<file path="config.mk">
export PLATFORM = sky130hd
export DESIGN_NAME = sync_fifo_param
export DESIGN_NICKNAME = d
export VERILOG_FILES = /design/src/rtl/sync_fifo_param.sv
export SDC_FILE = /design/constraint.sdc
export NUM_CORES = 1
export LEC_CHECK = 0
export ABC_AREA = 1
export CAP_MARGIN = 30
export CORE_AREA = 5 5 71 105
export DETAILED_ROUTE_END_ITERATION = 7
export DIE_AREA = 0 0 76 110
export PLACE_DENSITY = 0.92
export RECOVER_POWER = 25
export SLEW_MARGIN = 20
export SYNTH_ARGS = -nofsm -noshare
export SYNTH_HDL_FRONTEND = slang
export SYNTH_SLANG_ARGS = --single-unit
</file>
<file path="constraint.sdc">
create_clock -name clk -period 3.77 [get_ports clk]
set_clock_uncertainty 0.05 [all_clocks]
set_input_delay 0.377 -clock clk [delete_from_list [all_inputs] [get_ports clk]]
set_output_delay 0.377 -clock clk [all_outputs]
set_load 0.005 [all_outputs]
</file>
<file path="src/rtl/sync_fifo_param.sv">
// sync_fifo_param: parameterised single-clock FIFO with occupancy count,
// programmable almost-full/almost-empty flags, a read-valid strobe and
// sticky overflow/underflow flags.
// Optional macro SYNC_FIFO_FWFT_EN selects first-word-fall-through mode:
// a one-entry head register (counted in count_o) always shows the oldest word.
module sync_fifo_param #(
    parameter int DATA_WIDTH = 8,
    parameter int ADDR_WIDTH = 3,
    parameter int AF_LEVEL   = (1 << ADDR_WIDTH) - 1,
    parameter int AE_LEVEL   = 1
) (
    input  logic                  clk,
    input  logic                  rst,
    input  logic                  wr_en_in,
    input  logic [DATA_WIDTH-1:0] data_in,
    input  logic                  rd_en_in,
    input  logic                  err_clr_in,
    output logic [DATA_WIDTH-1:0] data_o,
    output logic                  rd_valid_o,
    output logic                  full_o,
    output logic                  empty_o,
    output logic                  almost_full_o,
    output logic                  almost_empty_o,
    output logic [ADDR_WIDTH:0]   count_o,
    output logic                  overflow_o,
    output logic                  underflow_o
);
    localparam int DEPTH = 1 << ADDR_WIDTH;
    localparam int CW    = ADDR_WIDTH + 1;
    localparam logic [CW-1:0] LP_DEPTH = CW'(DEPTH);
    localparam logic [CW-1:0] LP_AF    = CW'(AF_LEVEL);
    localparam logic [CW-1:0] LP_AE    = CW'(AE_LEVEL);
    localparam logic [CW-1:0] LP_ONE   = CW'(1);

    logic [DATA_WIDTH-1:0] r_mem [DEPTH];
    logic [CW-1:0]         r_wr_ptr, r_rd_ptr, r_count;
    logic [DATA_WIDTH-1:0] r_data;
    logic                  r_rd_valid;
    logic                  r_full, r_empty, r_af, r_ae, r_ovf, r_unf;

    logic                  w_wr_acc, w_rd_acc;
    logic                  w_mem_wr, w_mem_rd;
    logic [CW-1:0]         w_cnt_nxt;

    // Acceptance is judged on the registered (pre-edge) flags only.
    assign w_wr_acc = wr_en_in & ~r_full;
    assign w_rd_acc = rd_en_in & ~r_empty;

`ifdef SYNC_FIFO_FWFT_EN
    logic w_mem_empty, w_head_free, w_bypass;

    // Head register is refilled whenever it is empty or being popped; memory
    // feeds it first, otherwise a write into an empty array bypasses memory.
    assign w_mem_empty = (r_wr_ptr == r_rd_ptr);
    assign w_head_free = ~r_rd_valid | w_rd_acc;
    assign w_mem_rd    = w_head_free & ~w_mem_empty;
    assign w_bypass    = w_head_free & w_mem_empty & w_wr_acc;
    assign w_mem_wr    = w_wr_acc & ~w_bypass;
`else
    assign w_mem_wr = w_wr_acc;
    assign w_mem_rd = w_rd_acc;
`endif

    assign w_cnt_nxt = r_count
                     + (w_wr_acc ? LP_ONE : '0)
                     - (w_rd_acc ? LP_ONE : '0);

    // Storage array, not reset.
    always_ff @(posedge clk) begin
        if (w_mem_wr) r_mem[r_wr_ptr[ADDR_WIDTH-1:0]] <= data_in;
    end

    // Wrap-bit pointers and occupancy count.
    always_ff @(posedge clk) begin
        if (rst) begin
            r_wr_ptr <= '0;
            r_rd_ptr <= '0;
            r_count  <= '0;
        end else begin
            if (w_mem_wr) r_wr_ptr <= r_wr_ptr + LP_ONE;
            if (w_mem_rd) r_rd_ptr <= r_rd_ptr + LP_ONE;
            r_count <= w_cnt_nxt;
        end
    end

`ifdef SYNC_FIFO_FWFT_EN
    // Head register: r_rd_valid marks it occupied, which tracks ~empty_o.
    always_ff @(posedge clk) begin
        if (rst) begin
            r_data     <= '0;
            r_rd_valid <= 1'b0;
        end else if (w_head_free) begin
            if (w_mem_rd) begin
                r_data     <= r_mem[r_rd_ptr[ADDR_WIDTH-1:0]];
                r_rd_valid <= 1'b1;
            end else if (w_bypass) begin
                r_data     <= data_in;
                r_rd_valid <= 1'b1;
            end else begin
                r_rd_valid <= 1'b0;
            end
        end
    end
`else
    // Registered read port: one-cycle latency, data held between reads.
    always_ff @(posedge clk) begin
        if (rst) begin
            r_data     <= '0;
            r_rd_valid <= 1'b0;
        end else begin
            r_rd_valid <= w_mem_rd;
            if (w_mem_rd) r_data <= r_mem[r_rd_ptr[ADDR_WIDTH-1:0]];
        end
    end
`endif

    // Status flags registered from the next count so they match count_o.
    always_ff @(posedge clk) begin
        if (rst) begin
            r_full  <= 1'b0;
            r_empty <= 1'b1;
            r_af    <= 1'b0;
            r_ae    <= 1'b1;
        end else begin
            r_full  <= (w_cnt_nxt == LP_DEPTH);
            r_empty <= (w_cnt_nxt == '0);
            r_af    <= (w_cnt_nxt >= LP_AF);
            r_ae    <= (w_cnt_nxt <= LP_AE);
        end
    end

    // Sticky error flags; a new rejection wins over a same-cycle clear.
    always_ff @(posedge clk) begin
        if (rst) begin
            r_ovf <= 1'b0;
            r_unf <= 1'b0;
        end else begin
            r_ovf <= (wr_en_in & r_full)  | (r_ovf & ~err_clr_in);
            r_unf <= (rd_en_in & r_empty) | (r_unf & ~err_clr_in);
        end
    end

    assign data_o         = r_data;
    assign rd_valid_o     = r_rd_valid;
    assign full_o         = r_full;
    assign empty_o        = r_empty;
    assign almost_full_o  = r_af;
    assign almost_empty_o = r_ae;
    assign count_o        = r_count;
    assign overflow_o     = r_ovf;
    assign underflow_o    = r_unf;
endmodule
</file>
==> results of run 1 <==
## metrics by stage
step	power [uW]	cell area [um2]	std cells	hold slack, ps	setup slack (ps)
2_1_floorplan	1760	3840	394	405	1570
4_1_cts	2580	4330	503	420	1210
3_5_place_dp	2010	4150	487	407	847
5_1_grt	2720	4330	504	432	1080
3_3_place_gp	1960	4150	487	398	1020
6_report	2580	4330	504	416	1160
## kinds of logic after synthesis
family	after synthesis	synth area share
simple gates	164	0.179
buf+inv	101	0.115
flops	89	0.630
compound gates	30	0.0440
fa+ha+maj	7	0.0247
xor+xnor	3	0.00684
## cell usage after synthesis, drive strengths merged
cell     n  area (um2)
a21oi   17         104
buf     16         114
clkinv   2        12.5
dfxtp   25         500
edfxtp  64        1920
fa       1        20.0
ha       6        75.1
inv     83         314
nand2   93         352
nand3   53         265
nand4    1        6.26
nor2    16        60.1
o21ai   13        65.1
or2      1        6.26
xnor2    1        8.76
xor2     2        17.5
## sequential cells by signal, summed over array words and instances, names as in the netlist
name	flops
data_o	8
almost_empty_o	1
overflow_o	1
r_wr_ptr	3
underflow_o	1
almost_full_o	1
empty_o	1
count_o	4
rd_valid_o	1
r_rd_ptr	3
full_o	1
r_mem	64
## final cells by class
class,instances,share of cell area
clock inverter,6,0.00924
timing repair buffer,34,0.0768
multi-input combinational,204,0.226
tap,76,0.0219
clock buffer,10,0.0318
inverter,85,0.0753
sequential,89,0.559
## worst min path at each step
stage	start	to	slack, ps	cells past startpoint
after floorplan	overflow_o	overflow_o	410	2
after global placement	underflow_o	underflow_o	400	2
after detailed placement	underflow_o	underflow_o	410	2
after CTS	underflow_o	underflow_o	420	2
after global routing	underflow_o	underflow_o	430	2
final	underflow_o	underflow_o	420	2
## layer usage
layer / vias to the layer above / track usage / routed length [um]
li1: 1310 / - / -
met1: 1190 / 0.191 / 2680
met2: 148 / 0.330 / 3760
met3: 34 / 0.0520 / 621
met4: 0 / 0.132 / 364
met5: - / 0 / 0
## power breakdown
group          switching [uW]  internal [uW]
Sequential               75.8           1170
Clock                     328            258
Combinational             435            309
## worst register-to-register path, cell delays in order, from the launching register on
cell	delay, ps
dfxtp_1	330
or2_1	320
ha_1	330
inv_1	60
ha_1	150
inv_1	50
fa_1	370
xor2_1	340
nand2_1	100
o21ai_0	240
==> summary.md, run 1 <==
| Metric | Value |
|---|---|
| Core Area | 6440 um2 |
| Setup violations, final | 0 |
| CP cell instances | clkdlybuf4s50_1 -> inv_1 -> or2_1 -> ha_1 -> inv_1 -> ha_1 -> inv_1 -> fa_1 -> xor2_1 -> nand2_1 -> o21ai_0 |
| Crit path depth | 11 |
| Cts bufs inserted | 9 |
| Worst Path Max Fanout | 6 |
| Yosys warning total | 0 |
| Setup Buffers After CTS | 0 |
| Clock tree buffer depth | 2 |
| Max-slew violations | 0 |
| Remaining antenna violation count after routing | 0 |
| H-tree Lvls | 3 |
| Number of hold buffers added after CTS | 0 |
| GRT overflow | 0 |
| Final min period | 2610 ps |
| CP required | 3990 ps |
| Setup crit start | wr_en_in |
| Max-cap violations | 0 |
| CTS tree | built |
| Slew @ Worst Pin | 906 ps |
| Initial antenna violation count | 0 |
| Via density | 5.32 |
| Final HPWL from detailed placement | 4.93 mm |
| Initial Util | 0.597 |
| I/O Buffers | 31 |
| Clock transition at path regs | 90 ps |
| Worst stage delay on the critical path | 470 ps |
| Critical Path End Type | register |
| Syn Nets | 414 |
| Crit path to | almost_empty_o |
| # IOs | 32 |
| Drt pass-1 iters | 5 |
| Most frequent cells in the layout | nand2_1 (92), inv_1 (80), edfxtp_1 (64), nand3_1 (53), dfxtp_1 (25) |
| Worst vdd ir | 0.343 mV |
| R2r setup slk | 1330 ps |
| Critical R2R Launch | full_o |
| Cells resized by post-CTS repair | 0 |
| Register area | 2420 um2 |
| FMAX | 383 MHz |
| Worst Hold Class | reg -> reg |
| Global Route Usage Sum | 0.187 |
| Synthesized netlist cell count | 394 |
| Final hold violation count | 0 |
| Largest net degree at the start of global routing | 35 |
| Die height | 110 um |
| Root Buffer | clkbuf_8 |
| Residual DRC count | 0 |
| DR WL/cell | 14.7 um |
| Final Wtd Congestion | 0.874 |
| N_diodes | 0 |
| Max_slew headroom | 0.393 |
| Drt initial violations | 230 |
| Worst Reg-to-Reg Cells | 9 |
| Commonest non-fill, non-tap cell in the layout | nand2_1 |
| Final net count | 443 |
| Crit path kind | in -> reg |
| Outcome | completed |
| Layout cell share with drive strength beyond 1 | 0.0678 |
| Clk_lat worst skew | 360 ps |
| Crit-path slowest cell | clkdlybuf4s50_1 |
| Distinct cells, synth | 24 |
| Post-Syn Area | 3840 um2 |
| Mean post-synth cell area | 9.75 um2 |
| Worst r2r dst | almost_empty_o |
| First-pass GRT wire length | 12.0 mm |
| Worst Path Arrival | 2830 ps |
| FILL cells | 469 |
| Full die area | 8360 um2 |
| Family with the most delay on the worst path | adder cells |
| Layout area overhead | 12.8% |
| TritonCTS sink count | 89 |
| Area of the multi-input gates | 980 um2 |
| Post-synthesis sequential area ratio | 0.630 |
| Pleak | 0.00188 uW |
| Period Utilization, post-route | 0.692 |
| Total negative slack | 0 ps |
| Final Core Density | 0.673 |
| Cell mode on critical path | inv_1 |
| Pwr Density | 594 nW/um2 |
| Startpoint types | primary input |
| #FFs+latches synth | 89 |
| Num rows | 36 |
| CP bufs+invs | 4 |
| RSZ-0062 raised after global routing | no |
| Die width | 76 um |
| Post-Route WL | 7.43 mm |
| Number of global-route vias before repair | 2582 |
| DR vias | 2682 |
Note: power is estimated with default switching activity, not from simulation.
==> run 2, diff against run 1 <==
CORE_AREA = 5 5 74 109   (was 5 5 71 105)
DIE_AREA = 0 0 79 114   (was 0 0 76 110)
PLACE_DENSITY = 0.86   (was 0.92)
clock period = 2.51 ns   (was 3.77 ns; I/O delays follow)
==> summary.md, run 2 (same netlist as run 1, synthesis figures left out) <==
| Metric | Value |
|---|---|
| Pwr Density | 898 nW/um2 (was 594 nW/um2) |
| Commonest non-fill, non-tap cell in the layout | nand2_1 (unchanged) |
| WHS Path Cells | 2 (unchanged) |
| Via density | 5.10 (was 5.32) |
| Layout area overhead | 15.9% (was 12.8%) |
| FMAX | 437 MHz |
| Initial antenna violation count | 0 (unchanged) |
| Setup Buffers After CTS | 0 (unchanged) |
| First-pass GRT wire length | 12.3 mm (was 12.0 mm) |
| Root Buffer | clkbuf_8 (unchanged) |
| Cts bufs inserted | 9 (unchanged) |
| Max-slew violations | 0 (unchanged) |
| Sw frac | 0.309 (was 0.325) |
| Final min period | 2290 ps |
| Core Area | 7080 um2 (was 6440 um2) |
| Worst Hold Class | reg -> reg (unchanged) |
| DR vias | 2646 (was 2682) |
| Final net count | 454 (was 443) |
| Final HPWL from detailed placement | 5.40 mm (was 4.93 mm) |
| Worst vdd ir | 0.405 mV (was 0.343 mV) |
| Startpoint types | primary input (unchanged) |
| Max-cap violations | 0 (unchanged) |
| R2r setup slk | 280 ps (was 1330 ps) |
| Num rows | 38 (was 36) |
| Worst Reg-to-Reg Cells | 10 (was 9) |
| Critical R2R Launch | full_o (unchanged) |
| Clk_lat worst skew | 350 ps (was 360 ps) |
| Pleak | 0.00196 uW (was 0.00188 uW) |
| Worst Path Max Fanout | 4 (was 6) |
| Initial Util | 0.542 (was 0.597) |
| FILL cells | 541 (was 469) |
| GRT overflow | 0 (unchanged) |
| Final Wtd Congestion | 0.767 (was 0.874) |
| Layout cell share with drive strength beyond 1 | 0.0888 (was 0.0678) |
| Clock transition at path regs | 80 ps (was 90 ps) |
| Clock tree buffer depth | 2 (unchanged) |
| Max reg flops | 64 (unchanged) |
| Worst r2r dst | empty_o (was almost_empty_o) |
| Post-Route WL | 7.63 mm (was 7.43 mm) |
| TritonCTS sink count | 89 (unchanged) |
| Residual DRC count | 0 (unchanged) |
| Global Route Usage Sum | 0.185 (was 0.187) |
| CP required | 2760 ps (was 3990 ps) |
| Clock Power Share | 0.235 (was 0.227) |
| Logic gate share of total power | 0.297 (was 0.289) |
| DR WL/cell | 14.7 um (about the same) |
| Hold_sp | overflow_o (was underflow_o) |
| Drt initial violations | 193 (was 230) |
| Most frequent cells in the layout | nand2_1 (92), inv_1 (80), edfxtp_1 (64), nand3_1 (53) (was nand2_1 (92), inv_1 (80), edfxtp_1 (64), nand3_1 (53), dfxtp_1 (25)) |
| RSZ-0062 raised after global routing | no (unchanged) |
| Sw Pwr | 1240 uW (was 838 uW) |
| P_int | 2760 uW (was 1740 uW) |
| Number of hold buffers added after CTS | 0 (unchanged) |
| Worst Path Arrival | 2530 ps (was 2830 ps) |
| Drt pass-1 iters | 4 (was 5) |
| Remaining antenna violation count after routing | 0 (unchanged) |
| Largest net degree at the start of global routing | 35 (unchanged) |
| Total negative slack | 0 ps (unchanged) |
| Die width | 79 um (was 76 um) |
| Hold Path End | overflow_o (was underflow_o) |
| Slew @ Worst Pin | 621 ps (was 906 ps) |
| H-tree Lvls | 3 (unchanged) |
| N_diodes | 0 (unchanged) |
| Tot Pwr | 4000 uW (was 2580 uW) |
| Full die area | 9010 um2 (was 8360 um2) |
| CTS tree | built (unchanged) |
| Critical Path End Type | register (unchanged) |
| Die height | 114 um (was 110 um) |
| Final hold violation count | 0 (unchanged) |
| Crit path kind | in -> reg (unchanged) |
| Reg power frac | 0.468 (was 0.484) |
| I/O Buffers | 31 (unchanged) |
| Max_slew headroom | 0.585 (was 0.393) |
| Period Utilization, post-route | 0.911 |
| # IOs | 32 (unchanged) |
| Number of global-route vias before repair | 2707 (was 2582) |
| Setup violations, final | 0 (unchanged) |
| Outcome | completed (unchanged) |
run 2: changes by cell type in the layout (fill, tap and decap cells not counted), moves of 2 or more:
| cell | change |
|---|---|
| buf_4 | +11 |
| clkbuf_1 | +2 |
| clkbuf_8 | +2 |
| inv_4 | -3 |
run 2: power groups by stage:
stage | clock network, uW | logic [uW] | registers (uW)
detailed placement | 0 | 1160 | 1910
global placement | 0 | 1100 | 1900
CTS | 969 | 1170 | 1870
floorplan | 0 | 763 | 1880
finish | 941 | 1190 | 1870
global route | 1040 | 1320 | 1890
run 2: critical path, stage by stage:
cell	delay, ps
clkdlybuf4s50_1	480
inv_1	40
or2_1	230
ha_1	290
inv_1	60
ha_1	160
inv_1	60
fa_1	570
inv_1	70
nor2_1	140
nand4_1	120
nand2_1	70
run 2: stage by stage:
step / setup slack (ps) / std cells / utilization / instance area (um2) / hold slack (ps)
2_1_floorplan: 369 / 394 / - / 3840 / 300
3_5_place_dp: -161 / 503 / 0.599 / 4240 / 409
6_report: 222 / 519 / 0.629 / 4450 / 415
4_1_cts: 211 / 519 / 0.628 / 4450 / 420
5_1_grt: 73.3 / 519 / 0.629 / 4450 / 444
3_3_place_gp: -23.1 / 503 / 0.599 / 4240 / 399
run 2: final cells by class:
cell class | instances | area [um2] | area share
Timing Repair Buffer | 45 | 415 | 0.0933
Multi-Input combinational cell | 204 | 987 | 0.222
Tap cell | 80 | 100 | 0.0225
Clock buffer | 15 | 198 | 0.0444
Clock inverter | 1 | 5.00 | 0.00112
Inverter | 85 | 327 | 0.0733
Sequential cell | 89 | 2420 | 0.544
run 2: worst max path at each step:
stage / end / start
global route: almost_empty_o / wr_en_in
detailed placement: almost_empty_o / wr_en_in
floorplan: almost_empty_o / full_o
global placement: almost_empty_o / wr_en_in
finish: empty_o / wr_en_in
CTS: almost_empty_o / wr_en_in
run 2: timing repair:
| action | in CTS | in global routing |
|---|---|---|
| hold endpoints to repair | 0 | 0 |
| resized for setup | 0 | 1 |
| endpoints found under the setup margin | 0 | 1 |
run 2: layer usage:
metal  global-route usage  up-vias  part of all wire
li1                     -     1324                 -
met1                0.177     1211              0.35
met2                0.346       90              0.56
met3               0.0355       21             0.050
met4                0.124        0             0.032
met5                    0        -                 0
